### src/rtl/bitcmp_serial_arbiter.sv
// bitcmp_serial_arbiter: round-robin scheduler running MSB-first compares on a shared 1-bit comparator slice
module bitcmp_serial_arbiter #(
    parameter int WIDTH      = 8,
    parameter int EARLY_EXIT = 1
) (
    input  logic             clk,
    input  logic             rst_n,
    input  logic             req0_valid,
    output logic             req0_ready,
    input  logic [WIDTH-1:0] req0_a,
    input  logic [WIDTH-1:0] req0_b,
    input  logic             req1_valid,
    output logic             req1_ready,
    input  logic [WIDTH-1:0] req1_a,
    input  logic [WIDTH-1:0] req1_b,
    output logic             rsp_valid,
    input  logic             rsp_ready,
    output logic             rsp_id,
    output logic             rsp_lt,
    output logic             rsp_eq,
    output logic             rsp_gt,
    output logic             rsp_err,
    output logic             busy,
    output logic             cmp_a,
    output logic             cmp_b,
    output logic             cmp_l,
    output logic             cmp_e,
    output logic             cmp_g,
    input  logic             cmp_L,
    input  logic             cmp_E,
    input  logic             cmp_G
);
    localparam int IW = (WIDTH > 1) ? $clog2(WIDTH) : 1;

    typedef enum logic [1:0] {IDLE, RUN, DONE} state_t;

    state_t           state, state_nx;
    logic             rr_ptr, id_r, l_r, e_r, g_r, err_r;
    logic [WIDTH-1:0] a_r, b_r;
    logic [IW-1:0]    idx;
    logic             gnt0, gnt1, onehot, last;

    assign onehot     = ({cmp_L, cmp_E, cmp_G} == 3'b100) || ({cmp_L, cmp_E, cmp_G} == 3'b010) ||
                        ({cmp_L, cmp_E, cmp_G} == 3'b001);
    assign busy       = state != IDLE;
    assign rsp_valid  = state == DONE;
    assign rsp_id     = rsp_valid && id_r;
    assign rsp_lt     = rsp_valid && l_r;
    assign rsp_eq     = rsp_valid && e_r;
    assign rsp_gt     = rsp_valid && g_r;
    assign rsp_err    = err_r;
    assign cmp_a      = a_r[idx];
    assign cmp_b      = b_r[idx];
    assign cmp_l      = l_r;
    assign cmp_e      = e_r;
    assign cmp_g      = g_r;

    // State register
    always_ff @(posedge clk or negedge rst_n) begin
        if (!rst_n) state <= IDLE;
        else        state <= state_nx;
    end

    // Grant selection, single-cycle ready pulses and next-state decode
    always_comb begin
        gnt0       = req0_valid && (!req1_valid || !rr_ptr);
        gnt1       = req1_valid && (!req0_valid || rr_ptr);
        last       = (idx == '0) || (EARLY_EXIT != 0 && !cmp_E) || !onehot;
        req0_ready = rst_n && state == IDLE && gnt0;
        req1_ready = rst_n && state == IDLE && gnt1;
        state_nx   = state;
        case (state)
            IDLE:    state_nx = (gnt0 || gnt1) ? RUN : IDLE;
            RUN:     state_nx = last ? DONE : RUN;
            DONE:    state_nx = rsp_ready ? IDLE : DONE;
            default: state_nx = IDLE;
        endcase
    end

    // Operand latch on grant, cascade capture and bit walk while running
    always_ff @(posedge clk or negedge rst_n) begin
        if (!rst_n) begin
            rr_ptr <= 1'b0;
            id_r   <= 1'b0;
            a_r    <= '0;
            b_r    <= '0;
            idx    <= '0;
            l_r    <= 1'b0;
            e_r    <= 1'b1;
            g_r    <= 1'b0;
            err_r  <= 1'b0;
        end else if (state == IDLE && (gnt0 || gnt1)) begin
            a_r    <= gnt1 ? req1_a : req0_a;
            b_r    <= gnt1 ? req1_b : req0_b;
            id_r   <= gnt1;
            rr_ptr <= !gnt1;
            idx    <= IW'(WIDTH - 1);
            l_r    <= 1'b0;
            e_r    <= 1'b1;
            g_r    <= 1'b0;
        end else if (state == RUN) begin
            l_r    <= cmp_L;
            e_r    <= cmp_E;
            g_r    <= cmp_G;
            err_r  <= !onehot;
            idx    <= last ? idx : idx - IW'(1);
        end else if (state == DONE && rsp_ready) begin
            err_r  <= 1'b0;
        end
    end
endmodule

### config.mk
export PLATFORM = sky130hd
export DESIGN_NAME = bitcmp_serial_arbiter
export DESIGN_NICKNAME = d
export VERILOG_FILES = /design/src/rtl/bitcmp_serial_arbiter.sv
export SDC_FILE = /design/constraint.sdc
export NUM_CORES = 1
export LEC_CHECK = 0
export ABC_AREA = 1
export BUFFER_PORTS_ARGS = -buffer_cell sky130_fd_sc_hd__buf_4
export CAP_MARGIN = 25
export CORE_MARGIN = 2
export CORE_UTILIZATION = 25
export CTS_BUF_LIST = sky130_fd_sc_hd__clkbuf_8
export CTS_CLUSTER_SIZE = 24
export DETAILED_ROUTE_END_ITERATION = 10
export HOLD_SLACK_MARGIN = 0.15
export PLACE_DENSITY_LB_ADDON = 0.1
export RECOVER_POWER = 100
export SLEW_MARGIN = 20
export SYNTH_ARGS = -nofsm -noshare
export SYNTH_HDL_FRONTEND = slang
export SYNTH_SLANG_ARGS = --single-unit
### constraint.sdc
create_clock -name clk -period 1.29 [get_ports clk]
set_input_delay 0.258 -clock clk [delete_from_list [all_inputs] [get_ports clk]]
set_output_delay 0.258 -clock clk [all_outputs]
set_load 0.1 [all_outputs]
-- Yosys cells after proc, flatten, opt, wreduce, memory -nomap -nowiden
Cells that the tools add are included.
- input port bits: 40
- output and inout port bits: 14
- register bits: 27
- logic and storage cells: 71
- reduce and logical (&&, ||, !) cells: 31
- bitwise gates (word level): 1
- multiplexer cells: 21
- add/sub/neg operators: 1
- $lt $le $gt $ge: 1
- equality and inequality tests: 6
- operators with widths (cell ; number):
    $mux W8 ; 2
    $logic_and A1 B1 Y1 ; 11
    $mux W1 ; 11
    $mux W3 ; 3
    $logic_or A1 B1 Y1 ; 7
    $bmux W1 S3 ; 2
    $logic_not A1 Y1 ; 6
    $pmux W2 S3 ; 1
    $reduce_bool A2 Y1 ; 3
    $lt A3 B4 Y1 const B ; 1
    $mux W2 ; 2
    $reduce_and A2 Y1 ; 2
    $eq A3 B1 Y1 const B ; 1
    $eq A3 B2 Y1 const B ; 1
    $eq A3 B3 Y1 const B ; 1
    $logic_not A3 Y1 ; 1
    $sub A3 B1 Y3 const B ; 1
    $eq A2 B1 Y1 const B ; 1
    $eq A2 B2 Y1 const B ; 1
    $logic_not A2 Y1 ; 1
    $ne A2 B1 Y1 const B ; 1
    $not A1 Y1 ; 1

-- Depth between registers and ports, before layout
- depth in word-level cells: 8
- gate-level depth with buffers: 8

-- Worst setup path before layout
No wires, ideal clock.
- kind: register to output
- start point: register state[1]
- end point: output rsp_eq
- path slack: -2.343 ns
- stages on the path, launching flop included: 5
- data arrival time: 3.375 ns
- path through: dfrtp_1 -> inv_1 -> nor2_1 -> inv_1 -> nor2_1
- cells in the longest elaborated chain, start to end: 2
- RTL lines (item ; RTL line ; RTL):
    start, declared ; 37 ; state_t state, state_nx;
    start signal, assigned ; 61 ; else state <= state_nx;
    $eq A2 B2 Y1 ; 46 ; assign rsp_valid = state == DONE;
    named net rsp_valid ; 16 ; output logic rsp_valid,
    $logic_and A1 B1 Y1 ; 49 ; assign rsp_eq = rsp_valid && e_r;
    end, declared ; 20 ; output logic rsp_eq,
The timed path passes the listed nets, and every way through them passes these cells.

-- Worst setup path in the final report
- start point: register idx[0]
- end point: output cmp_b
- cells in the longest elaborated chain, start to end: 2
- RTL lines (item ; RTL line ; RTL):
    start, declared ; 40 ; logic [IW-1:0] idx;
    start signal, assigned ; 97 ; idx <= IW'(WIDTH - 1);
    start signal, assigned ; 106 ; idx <= last ? idx : idx - IW'(1);
    $bmux W1 S3 ; 53 ; assign cmp_b = b_r[idx];
    $mux W1 (not written as such) ; 53 ;
    end, declared ; 25 ; output logic cmp_b,
No other way between the ends. The select of a mux whose other input is x is not followed.

==> out/metrics.cfg <==
[status]
status = complete, but fails checks
violations = setup timing

[timing]
fmax_mhz = 555
rsz0062_at_grt = yes
fin_tns_setup_ns = -8.27
setup_slack_ns = -0.513
slew_viol_final = 0
hold_viol = 0
period_share_pct = 140
fin_hold_ws_ns = 0.163
min_period_ns = 1.80
fin_worst_skew_ns = 0.00481
setup_viol = 33
max_slew_margin_pct = 53.7
worstMarginPinSlew_ns = 0.695

[drt]
dr_wl_met2_um = 2530
wl_um = 4860
wl_met1_um = 2090
drc = 0
viasPerCell = 4.46
drtIter0Drc = 59
routed-via-count = 1570
wl_per_cell_um = 13.8
top_layer_used = met4
ant_nets = 0
drtPass1Iterations = 4
met3_length_um = 199

[logic_synthesis]
synth_seq_cells = 27
yosys-mux-area-fraction_pct = 0
synth_top_flop_cell = dfrtp_1
synth-edff-count = 0
synthAdderAreaFrac_pct = 1.73
syn_inst = 196
synth_top_family_by_area = simple AND/OR/NAND/NOR gates
yosysUniqueCellTypes = 24
ys_seq_area_share_pct = 46.8
syn_area_um2 = 1450
synth_compound_gate_area_share_pct = 7.61
synth-simple-area-share_pct = 35.7
synth_xor_area_share_pct = 0.605
synth-async-reset-ratio_pct = 100
ys_warn_count = 0
syn_area_per_cell_um2 = 7.39
synth_fp_nets = 238

[placement]
portBuffers = 53
gp_congestion = 0.736
dp_hpwl_um = 3010

[critical_path]
critPathMaxFanout = 4
endpoint_kind = output pin
slowest_stage = dfrtp_2
path_buf_inv = 2
arrival_ns = 1.54
cp_cell_sequence = buf_6 -> nor2_4 -> nor2_1 -> o21ai_1 -> o21ai_1 -> nand2_2 -> nand2_8 -> buf_12
cp-startpoint = idx[0]
rr_startpoint = state[1]
cpMostUsedCell = o21ai_1
cpLargestDelayFamily = flip-flops
crit_required_ns = 1.03
critical-path-max-stage-delay_ns = 0.45
critPathLaunchType = flip-flop
worstSetupPathType = flip-flop to output pin

[power]
power_density_nw_per_um2 = 3060
total_power_uw = 8600
max-vdd-ir-drop_uv = 1080
p_leak_uw = 0.00143

[hold_path]
min_path_type = input pin to flip-flop
worstHoldStart = req0_a[3]

[final_layout]
multi_input_comb_area_um2 = 1040
finalNetCount = 323
antennaDiodeCount = 0
drive_gt1_share_pct = 59.6
ff_latch_area_um2 = 681
fill_cells = 531
syn2layout_area_growth_pct = 93.8

[cts]
clock_sinks = 27
cts_buffer_depth = 2
htreeDepth = 1
clockRootBuffer = clkbuf_8
cts_tree = yes
cts_buffers = 3
clock_latency_ns = 0.28
clk_pin_slew_ns = 0.10

[global_routing]
grt-ovfl-total = 0
grt_pass1_vias = 1515
grt_util_all_layers_pct = 14.9
grt_pass1_wl_um = 7370
grt_max_degree = 28
antenna_found_initial = 0

[die]
core_area_um2 = 5540
die_w_um = 80.1
die-area_um2 = 6420
initial_core_util_pct = 26.1
fp.dieH_um = 80.1
rows = 27
io_pins = 54

[flow_run]
drv_cap = 0

## power breakdown
group	switching [uW]	leakage, uW	internal (uW)
Combinational	3850	0.00108	2600
Clock	288	0.0000255	217
Sequential	351	0.000326	1290
Total	4490	0.00143	4110
## worst reg2reg max path: stages (launching register included)
cell	delay, ns
dfrtp_1	0.41
buf_6	0.13
nor2_4	0.15
clkinv_4	0.08
buf_6	0.13
buf_6	0.11
nor2_4	0.19
buf_8	0.18
nand2_4	0.05
nand3_2	0.07
## kinds of logic (layout without fill, tap and decap cells)
logic type                 after synthesis  count (layout)
and+or+nand+nor                        123             123
xor gates and xnor gates                 1               1
DFF                                     27              27
buffers and inverters                   23             107
AOI/OAI and AO/OA                       20              20
adders and majority gates                2               2
## state kept, by name, summed over array words and instances, names as in the netlist, 2 cells and up
register / flops
idx: 3
b_r: 8
state: 2
a_r: 8
## metrics by stage
stage / utilization (%) / cells / cell area, um2 / setup slack, ns
after floorplan: - / 196 / 1560 / -0.806
after global placement: 39.2 / 334 / 2170 / -0.212
after detailed placement: 39.2 / 334 / 2170 / -0.239
after CTS: 46.3 / 346 / 2560 / -0.462
after global routing: 50.6 / 352 / 2810 / -0.578
final: 50.6 / 352 / 2810 / -0.513
## cell usage after synthesis, drive strengths merged, types with 2 or more instances
cell	n	share of area [%]
nor2	22	6.7
o22ai	3	1.3
nand3	21	7.3
dfrtp	26	45
o21ai	15	5.4
inv	17	4.4
nand2	78	21
ha	2	1.7
buf	5	2.9
## layer usage
| layer | vias up | global-route usage (%) |
|---|---|---|
| met4 | 0 | 3.05 |
| met5 | - | 0 |
| li1 | 785 | - |
| met3 | 4 | 2.47 |
| met2 | 43 | 24.8 |
| met1 | 738 | 20.3 |
## repair_timing
item                                    4_1_cts  5_1_grt
endpoints found under the setup margin       32       36
hold buffers                                  1        0
buffers inserted                              6        5
hold endpoints to repair                     26        0
pin swaps                                    30       22
resized for setup                            72       60
cloned                                        2        3
## final cells by class
class                           count  share of cell area (%)
Clock buffer                        3                    1.47
Clock inverter                      1                   0.178
Inverter                           18                    2.94
Multi-Input combinational cell    146                    37.1
Sequential cell                    27                    24.3
Tap cell                           72                    3.21
Timing Repair Buffer               84                    30.6
Timing Repair inverter              1                   0.312
## path summary, 6_finish.rpt
| path | end | slack [ns] | cells after the start |
|---|---|---|---|
| setup / recovery | cmp_b | -0.51 | 8 |
| hold / removal | a_r[3] | 0.16 | 3 |
| setup reg to reg | a_r[4] | -0.25 | 9 |
| hold reg to reg | b_r[7] | 0.52 | 2 |
| max in group asynchronous | state[0] | 0.11 | 3 |
| min in group asynchronous | rsp_err | 0.68 | 3 |
## layout by cell type, fill, tap and decap left out
| cell | instances |
|---|---|
| buf_4 | 48 |
| nand2_1 | 47 |
| dfrtp_1 | 23 |
| nand3_2 | 19 |
| buf_6 | 17 |
| nand2_2 | 16 |
| nand2_4 | 13 |
| inv_1 | 12 |
| nor2_4 | 10 |
| buf_12 | 10 |
| o21ai_1 | 9 |
| nor2_1 | 8 |
| o21ai_0 | 5 |
| nor2_2 | 4 |
| inv_2 | 3 |
| o22ai_2 | 3 |
| clkbuf_8 | 3 |
| dfrtp_2 | 3 |
| clkinv_4 | 2 |
| nand2_8 | 2 |
| nand3_1 | 2 |
| inv_6 | 2 |
| clkbuf_1 | 2 |
| clkbuf_4 | 2 |
| nand4_1 | 1 |
| o21ai_4 | 1 |
| nor3_4 | 1 |
| o211ai_1 | 1 |
| xnor2_1 | 1 |
| a21oi_2 | 1 |
| ha_4 | 1 |
| ha_1 | 1 |
| clkinv_2 | 1 |
| buf_16 | 1 |
| clkbuf_16 | 1 |
| dfstp_2 | 1 |
| dlygate4sd3_1 | 1 |
| clkbuf_2 | 1 |
| buf_8 | 1 |
Power figures use the tool's default switching activity.
